### config.mk
export PLATFORM = sky130hd
export DESIGN_NAME = size_header_rx
export DESIGN_NICKNAME = d
export VERILOG_FILES = /design/src/rtl/size_hdr_pkg.sv /design/src/rtl/sync_detect.sv /design/src/rtl/size_header_rx.sv
export SDC_FILE = /design/constraint.sdc
export NUM_CORES = 1
export LEC_CHECK = 0
export ABC_AREA = 0
export BUFFER_PORTS_ARGS = -buffer_cell sky130_fd_sc_hd__buf_4
export CORE_ASPECT_RATIO = 0.6
export CORE_MARGIN = 2
export CORE_UTILIZATION = 57
export DETAILED_ROUTE_END_ITERATION = 16
export PLACE_DENSITY = 0.82
export SYNTH_ARGS = -nofsm -noshare
export SYNTH_HDL_FRONTEND = slang
export SYNTH_HIERARCHICAL = 1
export SYNTH_SLANG_ARGS = --single-unit
### constraint.sdc
create_clock -name clock -period 2.25 [get_ports clock]
set_input_delay 0.45 -clock clock [delete_from_list [all_inputs] [get_ports clock]]
set_output_delay 0.45 -clock clock [all_outputs]
set_load 0.02 [all_outputs]
### src/rtl/size_hdr_pkg.sv
// Shared definitions for the size header receiver and its size_count neighbours.
package size_hdr_pkg;

    localparam int unsigned SYNC_W = 8;
    localparam logic [SYNC_W-1:0] SYNC_WORD = 8'hA5;
    localparam int unsigned SIZE_W = 32;
    localparam int unsigned CNT_W = 6;

    typedef enum logic [2:0] {
        StHunt,
        StSize,
        StParity,
        StIssue,
        StPayload
    } state_t;

endpackage

### src/rtl/sync_detect.sv
// Sync-word shift register and comparator; match includes the bit presented this cycle.
module sync_detect #(
    parameter int unsigned SYNC_W = size_hdr_pkg::SYNC_W,
    parameter logic [SYNC_W-1:0] SYNC_WORD = size_hdr_pkg::SYNC_WORD
) (
    input  logic clock,
    input  logic rst,
    input  logic clear,
    input  logic enable,
    input  logic bit_in,
    output logic match
);
    import size_hdr_pkg::*;

    logic [SYNC_W-1:0] shift_q;
    logic [SYNC_W-1:0] shift_d;

    assign shift_d = {shift_q[SYNC_W-2:0], bit_in};
    assign match   = enable && (shift_d == SYNC_WORD);

    always_ff @(posedge clock) begin
        if (rst || clear) begin
            shift_q <= '0;
        end else if (enable) begin
            shift_q <= shift_d;
        end
    end

endmodule

### src/rtl/size_header_rx.sv
// Hunts a serial stream for SYNC_WORD, deserializes the size field and forwards the payload
// until last. Define SIZE_HDR_PARITY_EN to add an even-parity bit after the size field.
module size_header_rx #(
    parameter int unsigned SYNC_W = size_hdr_pkg::SYNC_W,
    parameter logic [SYNC_W-1:0] SYNC_WORD = size_hdr_pkg::SYNC_WORD,
    parameter int unsigned SIZE_W = size_hdr_pkg::SIZE_W
) (
    input  logic              clock,
    input  logic              rst,
    input  logic              serial_in,
    input  logic              serial_valid,
    input  logic              last,
    output logic [SIZE_W-1:0] size,
    output logic              size_valid,
    output logic              data_start,
    output logic              data_out,
    output logic              data_valid,
    output logic              hdr_err,
    output logic              busy
);
    import size_hdr_pkg::*;

    localparam logic [CNT_W-1:0] LAST_CNT = CNT_W'(SIZE_W - 1);

    state_t            state_q, state_d;
    logic [SIZE_W-1:0] size_sr_q, size_out_q;
    logic [CNT_W-1:0]  cnt_q;
    logic              size_valid_q, size_valid_d;
    logic              hdr_err_q, hdr_err_d;
    logic              data_start_q, data_start_d;
    logic              data_valid_q, data_valid_d;
    logic              data_out_q;
    logic              sync_match, sync_clear, size_zero, parity_ok, size_done;

    assign size_zero = (size_sr_q == '0);
    assign parity_ok = ~^{size_sr_q, serial_in};
    assign size_done = (state_q == StSize) && serial_valid && (cnt_q == LAST_CNT);
    // Clearing on match too means a rejected header resumes hunting from a clean window.
    assign sync_clear = sync_match || ((state_q == StPayload) && last);

    sync_detect #(
        .SYNC_W    (SYNC_W),
        .SYNC_WORD (SYNC_WORD)
    ) u_sync_detect (
        .clock  (clock),
        .rst    (rst),
        .clear  (sync_clear),
        .enable ((state_q == StHunt) && serial_valid),
        .bit_in (serial_in),
        .match  (sync_match)
    );

    always_ff @(posedge clock) begin
        if (rst) begin
            state_q <= StHunt;
        end else begin
            state_q <= state_d;
        end
    end

    always_comb begin
        state_d = state_q;
        unique case (state_q)
            StHunt:    if (sync_match) state_d = StSize;
`ifdef SIZE_HDR_PARITY_EN
            StSize:    if (size_done) state_d = StParity;
`else
            StSize:    if (size_done) state_d = StIssue;
`endif
            StParity:  if (serial_valid) state_d = parity_ok ? StIssue : StHunt;
            StIssue:   state_d = size_zero ? StHunt : StPayload;
            StPayload: if (last) state_d = StHunt;
            default:   state_d = StHunt;
        endcase
    end

    always_comb begin
        size_valid_d = (state_q == StIssue) && !size_zero;
        hdr_err_d    = (state_q == StIssue) && size_zero;
`ifdef SIZE_HDR_PARITY_EN
        if ((state_q == StParity) && serial_valid && !parity_ok) begin
            hdr_err_d = 1'b1;
        end
`endif
        // data_start lags the PAYLOAD state by a cycle so it never overlaps size_valid.
        data_start_d = (state_q == StPayload) && !last;
        data_valid_d = (state_q == StPayload) && serial_valid;
        busy         = (state_q != StHunt);
    end

    always_ff @(posedge clock) begin
        if (rst) begin
            size_sr_q    <= '0;
            size_out_q   <= '0;
            cnt_q        <= '0;
            size_valid_q <= 1'b0;
            hdr_err_q    <= 1'b0;
            data_start_q <= 1'b0;
            data_valid_q <= 1'b0;
            data_out_q   <= 1'b0;
        end else begin
            size_valid_q <= size_valid_d;
            hdr_err_q    <= hdr_err_d;
            data_start_q <= data_start_d;
            data_valid_q <= data_valid_d;
            if (data_valid_d) begin
                data_out_q <= serial_in;
            end
            if (state_q == StHunt) begin
                cnt_q <= '0;
            end else if ((state_q == StSize) && serial_valid) begin
                size_sr_q <= {size_sr_q[SIZE_W-2:0], serial_in};
                cnt_q     <= cnt_q + 1'b1;
            end
            if (size_valid_d) begin
                size_out_q <= size_sr_q;
            end
        end
    end

    assign size       = size_out_q;
    assign size_valid = size_valid_q;
    assign hdr_err    = hdr_err_q;
    assign data_start = data_start_q;
    assign data_valid = data_valid_q;
    assign data_out   = data_out_q;

endmodule

# After elaboration in Yosys (flattened, before gate mapping)
# Cells that the tools add are included.
[classes]
add_sub_neg = 1
eq_ne = 10
muxes = 7
n_bitwise = 1
n_reduce_logical = 20
[op_table]
columns = ["operator", "count"]
rows = [
  ["$reduce_xnor A33 Y1", 1],
  ["$logic_not A32 Y1", 1],
  ["$mux W3", 5],
  ["$pmux W3 S5", 1],
  ["$logic_and A1 B1 Y1", 9],
  ["$eq A8 B8 Y1 const B", 1],
  ["$ne A2 B2 Y1 const B", 4],
  ["$add A6 B1 Y6 const B", 1],
  ["$eq A3 B2 Y1 const B", 2],
  ["$eq A6 B5 Y1 const B", 1],
  ["$reduce_and A4 Y1", 1],
  ["$eq A3 B1 Y1 const B", 1],
  ["$eq A3 B3 Y1 const B", 1],
  ["$logic_not A3 Y1", 1],
  ["$reduce_bool A3 Y1", 1],
  ["$logic_not A1 Y1", 2],
  ["$logic_or A1 B1 Y1", 2],
  ["$mux W2", 1],
  ["$reduce_and A2 Y1", 1],
  ["$reduce_or A2 Y1", 1],
  ["$not A1 Y1", 1],
]
[word_totals]
regBits = 85
in_bits = 5
elab_cells = 49

# Longest topological paths before layout
[depth]
word_depth = 5
depth_mapped = 9
ltp_nobuf = 7

# Modules after synthesis
# The synthesis kept the hierarchy.
[modules_own_cells]
columns = ["mod", "n_inst", "cells_per_inst", "area_per_inst_um2", "seq_area_each_um2"]
rows = [
  ["size_header_rx", 1, 351, 3171.8, 1561.5],
  ["sync_detect", 1, 27, 281.5, 140.1],
]

# Least setup slack after synthesis
# No wires, ideal clock.
[synth_timing]
path_kind = "register to register"
start = "reg state_q[2]"
end = "reg u_sync_detect.shift_q[0]"
arrival_ns = 1.800
t_required_ns = 2.135
setup_slack_ns = 0.335
path_stages_with_launch = 10
path_cell_list = "dfxtp_1 or3_1 nor2_1 buf_6 nand3b_1 nor4_1 a21o_1 or2_1 clkbuf_2 nor2_1"
[synth_via]
elab_chain_len = 5
[synth_lines]
columns = ["element", "line", "rtl"]
rows = [
  ["start, declared", "size_header_rx.sv:25", "state_t state_q, state_d;"],
  ["start signal, assigned", "size_header_rx.sv:55", "state_q <= StHunt;"],
  ["start signal, assigned", "size_header_rx.sv:57", "state_q <= state_d;"],
  ["$logic_not A3 Y1", "size_header_rx.sv:48", ".enable ((state_q == StHunt) && serial_valid),"],
  ["$logic_and A1 B1 Y1", "size_header_rx.sv:48", ""],
  ["$logic_and A1 B1 Y1", "sync_detect.sv:19", "assign match = enable && (shift_d == SYNC_WORD);"],
  ["net sync_match", "size_header_rx.sv:33", "logic sync_match, sync_clear, size_zero, parity_ok, size_done;"],
  ["$logic_or A1 B1 Y1", "size_header_rx.sv:39", "assign sync_clear = sync_match || ((state_q == StPayload) && last);"],
  ["net sync_clear", "size_header_rx.sv:33", ""],
  ["$logic_or A1 B1 Y1", "sync_detect.sv:22", "if (rst || clear) begin"],
  ["end signal, assigned", "sync_detect.sv:25", "shift_q <= shift_d;"],
  ["end, declared", "sync_detect.sv:15", "logic [SYNC_W-1:0] shift_q;"],
]
# The timed path passes the listed nets, and every way through them passes these cells.
# A chain may end at the register's enable or synchronous reset.

# Worst setup path in the final report
[layout_timing]
start = "reg size_sr_q[22]"
end = "reg size_out_q[18] (netlist: size[18])"
[layout_via]
elab_chain_len = 3
[layout_lines]
columns = ["element", "line", "rtl"]
rows = [
  ["start, declared", "size_header_rx.sv:26", "logic [SIZE_W-1:0] size_sr_q, size_out_q;"],
  ["start signal, assigned", "size_header_rx.sv:112", "size_sr_q <= {size_sr_q[SIZE_W-2:0], serial_in};"],
  ["$logic_not A32 Y1", "size_header_rx.sv:35", "assign size_zero = (size_sr_q == '0);"],
  ["$logic_not A1 Y1", "size_header_rx.sv:78", "size_valid_d = (state_q == StIssue) && !size_zero;"],
  ["$logic_and A1 B1 Y1", "size_header_rx.sv:78", ""],
  ["end signal, assigned", "size_header_rx.sv:116", "size_out_q <= size_sr_q;"],
  ["end, declared", "size_header_rx.sv:26", ""],
]
# No other way between the ends.

==> results.json <==
{
  "die_y_um": 64.3,
  "cts_buffers": 9,
  "crit_type": "reg2reg",
  "crit_buf_inv": 1,
  "intPower_mw": 1.98,
  "setup_tns_ns": 0,
  "ys_top_cells_by_area": "dfxtp_1, mux2i_1, nand2_1, xnor2_1, nor2_1",
  "dr.pass1.iters": 5,
  "final_core_util_pct": 70.8,
  "grt.total_usage_pct": 22.9,
  "clk_latency_ns": 0.35,
  "slowest_stage": "nor4_1",
  "cts_buffer_depth": 2,
  "crit_path_end_kind": "flip-flop",
  "netlist-cell-type-count": 36,
  "netlist.area_leader.share_pct": 49.3,
  "cp_data_required_time_ns": 2.49,
  "start_util_pct": 60.6,
  "wl_per_cell_um": 14.2,
  "synth_area_mm2": 0.00345,
  "setup_viol_count_final": 0,
  "post_cts_resize_count": 0,
  "path_max_fanout": 16,
  "drc_errors": 0,
  "switchingPower_mw": 0.576,
  "ioPinCount": 43,
  "ys_warn_count": 6,
  "wl_mm": 7.19,
  "p_leak_nw": 1.77,
  "synthesis.nets": 384,
  "cp-start-kind": "flip-flop",
  "crit_chain": "nor4_1, nand4_1, nor2_1, or4bb_2, buf_4, mux2i_1, nor2_1",
  "worst_slew_pin_slew_ns": 0.447,
  "num_vias": 2669,
  "layout.nets": 427,
  "grt.overflow.total": 0,
  "hold_viol": 0,
  "antenna_found_initial": 0,
  "cts_tree": "yes",
  "path_delay_family": "simple AND/OR/NAND/NOR gates",
  "min_period_ns": 2.06,
  "path_clk_slew_ns": 0.08,
  "post-route-period-util_pct": 91.5,
  "pwr-share-seq_pct": 58.8,
  "crit_path_max_incr_delay_ns": 0.46,
  "dieArea_mm2": 0.00672,
  "syn_inst": 378,
  "clock-sinks": 85,
  "power_frac_comb_pct": 2.1,
  "worstPathArrival_ns": 2.30,
  "hold_buffers": 0,
  "irDropWorstVdd_v": 0.000412,
  "grt_max_degree": 37,
  "num_antenna_cells": 0,
  "gp_congestion": 0.837,
  "min_path_type": "in2reg",
  "root_buffer": "clkbuf_8",
  "fin_skew_ns": 0.00407,
  "rsz0062_at_grt": "false",
  "final-max-slew-violation-count": 0,
  "synth_edf_count": 0,
  "drv_cap": 0,
  "status": "finished clean",
  "clock.fmax_mhz": 486,
  "clkPwrFrac_pct": 39.1,
  "drt.antenna.violating_nets": 0,
  "slew_headroom_pct": 69.9,
  "ctsHtreeMaxLevel": 3,
  "synth-async-reset-ratio_pct": 0,
  "synthFlopType": "dfxtp_1",
  "core_area_mm2": 0.00570,
  "grt_pass1_vias": 2598,
  "area_growth_pct": 16.9,
  "crit_path_frequent_cell": "nor2_1",
  "grt_pass1_wl_mm": 12.2,
  "drt-initial-drc-count": 144,
  "final_cell_mix": "dfxtp_1, nand2_1, buf_4",
  "yosys.area.top_type": "dfxtp_1",
  "viasPerCell": 5.27,
  "reg2reg_slack_ns": 0.19,
  "die_w_um": 104,
  "post-cts-setup-buffers": 0,
  "drive_gt1_share_pct": 17.8,
  "postLayoutCellArea_mm2": 0.00404,
  "synth-seq-cells": 85,
  "avgSynthCellArea_um2": 9.14,
  "place_area_mm2": 0.00385,
  "p_per_area_mw_per_mm2": 634,
  "final_common_cell": "dfxtp_1",
  "num_rows": 21,
  "switching_share_pct": 22.5,
  "numPortBuffers": 42,
  "hpwlAfterDp_mm": 4.95,
  "ys_seq_area_share_pct": 49.3
}
-- metal layers --
metal  up-vias  GRT usage, %  part of all wire, %
li1       1337             -                    -
met3         6          5.10                  4.6
met4         0          9.29                 0.77
met1      1265          31.4                   50
met2        61          35.3                   45
met5         -             0                    0
-- worst paths after layout --
path                        to           from  depth (start not counted)
setup / recovery      size[18]  size_sr_q[22]                          7
hold reg to reg       data_out       data_out                          2
hold / removal    size_sr_q[0]      serial_in                          3
setup reg to reg      size[18]  size_sr_q[22]                          7
-- flip-flops by register name, summed over array words and instances, names as in the netlist --
name                   count
size_valid                 1
data_out                   1
data_start                 1
size_sr_q                 32
data_valid                 1
cnt_q                      6
size                      32
u_sync_detect/shift_q      7
hdr_err                    1
state_q                    3
-- power by group through the flow --
stage / Clock [mW] / Sequential [mW] / Combinational [mW]
after global placement: 0 / 1.54 / 0.0530
after detailed placement: 0 / 1.54 / 0.0538
after CTS: 1.01 / 1.51 / 0.0539
after global routing: 1.08 / 1.51 / 0.0592
final: 1.00 / 1.51 / 0.0543
after floorplan: 0 / 1.54 / 0.0391
-- worst register-to-register path, stage by stage (launching register included) --
cell	delay, ns
dfxtp_1	0.36
nor4_1	0.46
nand4_1	0.23
nor2_1	0.17
or4bb_2	0.15
buf_4	0.28
mux2i_1	0.25
nor2_1	0.05
-- kinds of logic after synthesis --
| kind of cell | share of synthesized area, % |
|---|---|
| buffers and inverters | 3.01 |
| multiplexers | 11.3 |
| XOR/XNOR | 9.75 |
| AND/OR/NAND/NOR | 20.1 |
| adder cells (fa/ha/maj) | 0.362 |
| AO/OA/AOI/OAI | 6.20 |
| flip-flops | 49.3 |
-- synthesized netlist by cell type (all sizes together) (2+ instances only) --
master,instances
a21oi,35
buf,6
clkbuf,15
dfxtp,85
mux2i,39
nand2,72
nand2b,2
nand3,2
nand4,4
nor2,51
nor3,3
nor4,9
o21ai,2
or2,2
or3,2
xnor2,28
xor2,7
-- stage by stage --
stage	setup WS [ns]	instances	hold WS, ns	power, mW
global placement	0.232	490	0.469	1.59
finish	0.192	506	0.391	2.56
detailed placement	0.156	490	0.472	1.60
CTS	0.239	506	0.380	2.57
floorplan	0.335	378	0.454	1.58
global route	0.0434	506	0.409	2.65
-- area by class of cell --
cell class,count,area (µm²)
timing repair buffer,53,398
clock buffer,11,151
inverter,1,3.75
tap,80,100
sequential,85,1700
multi-input combinational,271,1650
fill,464,1660
clock inverter,5,33.8
Power figures use the tool's default switching activity.
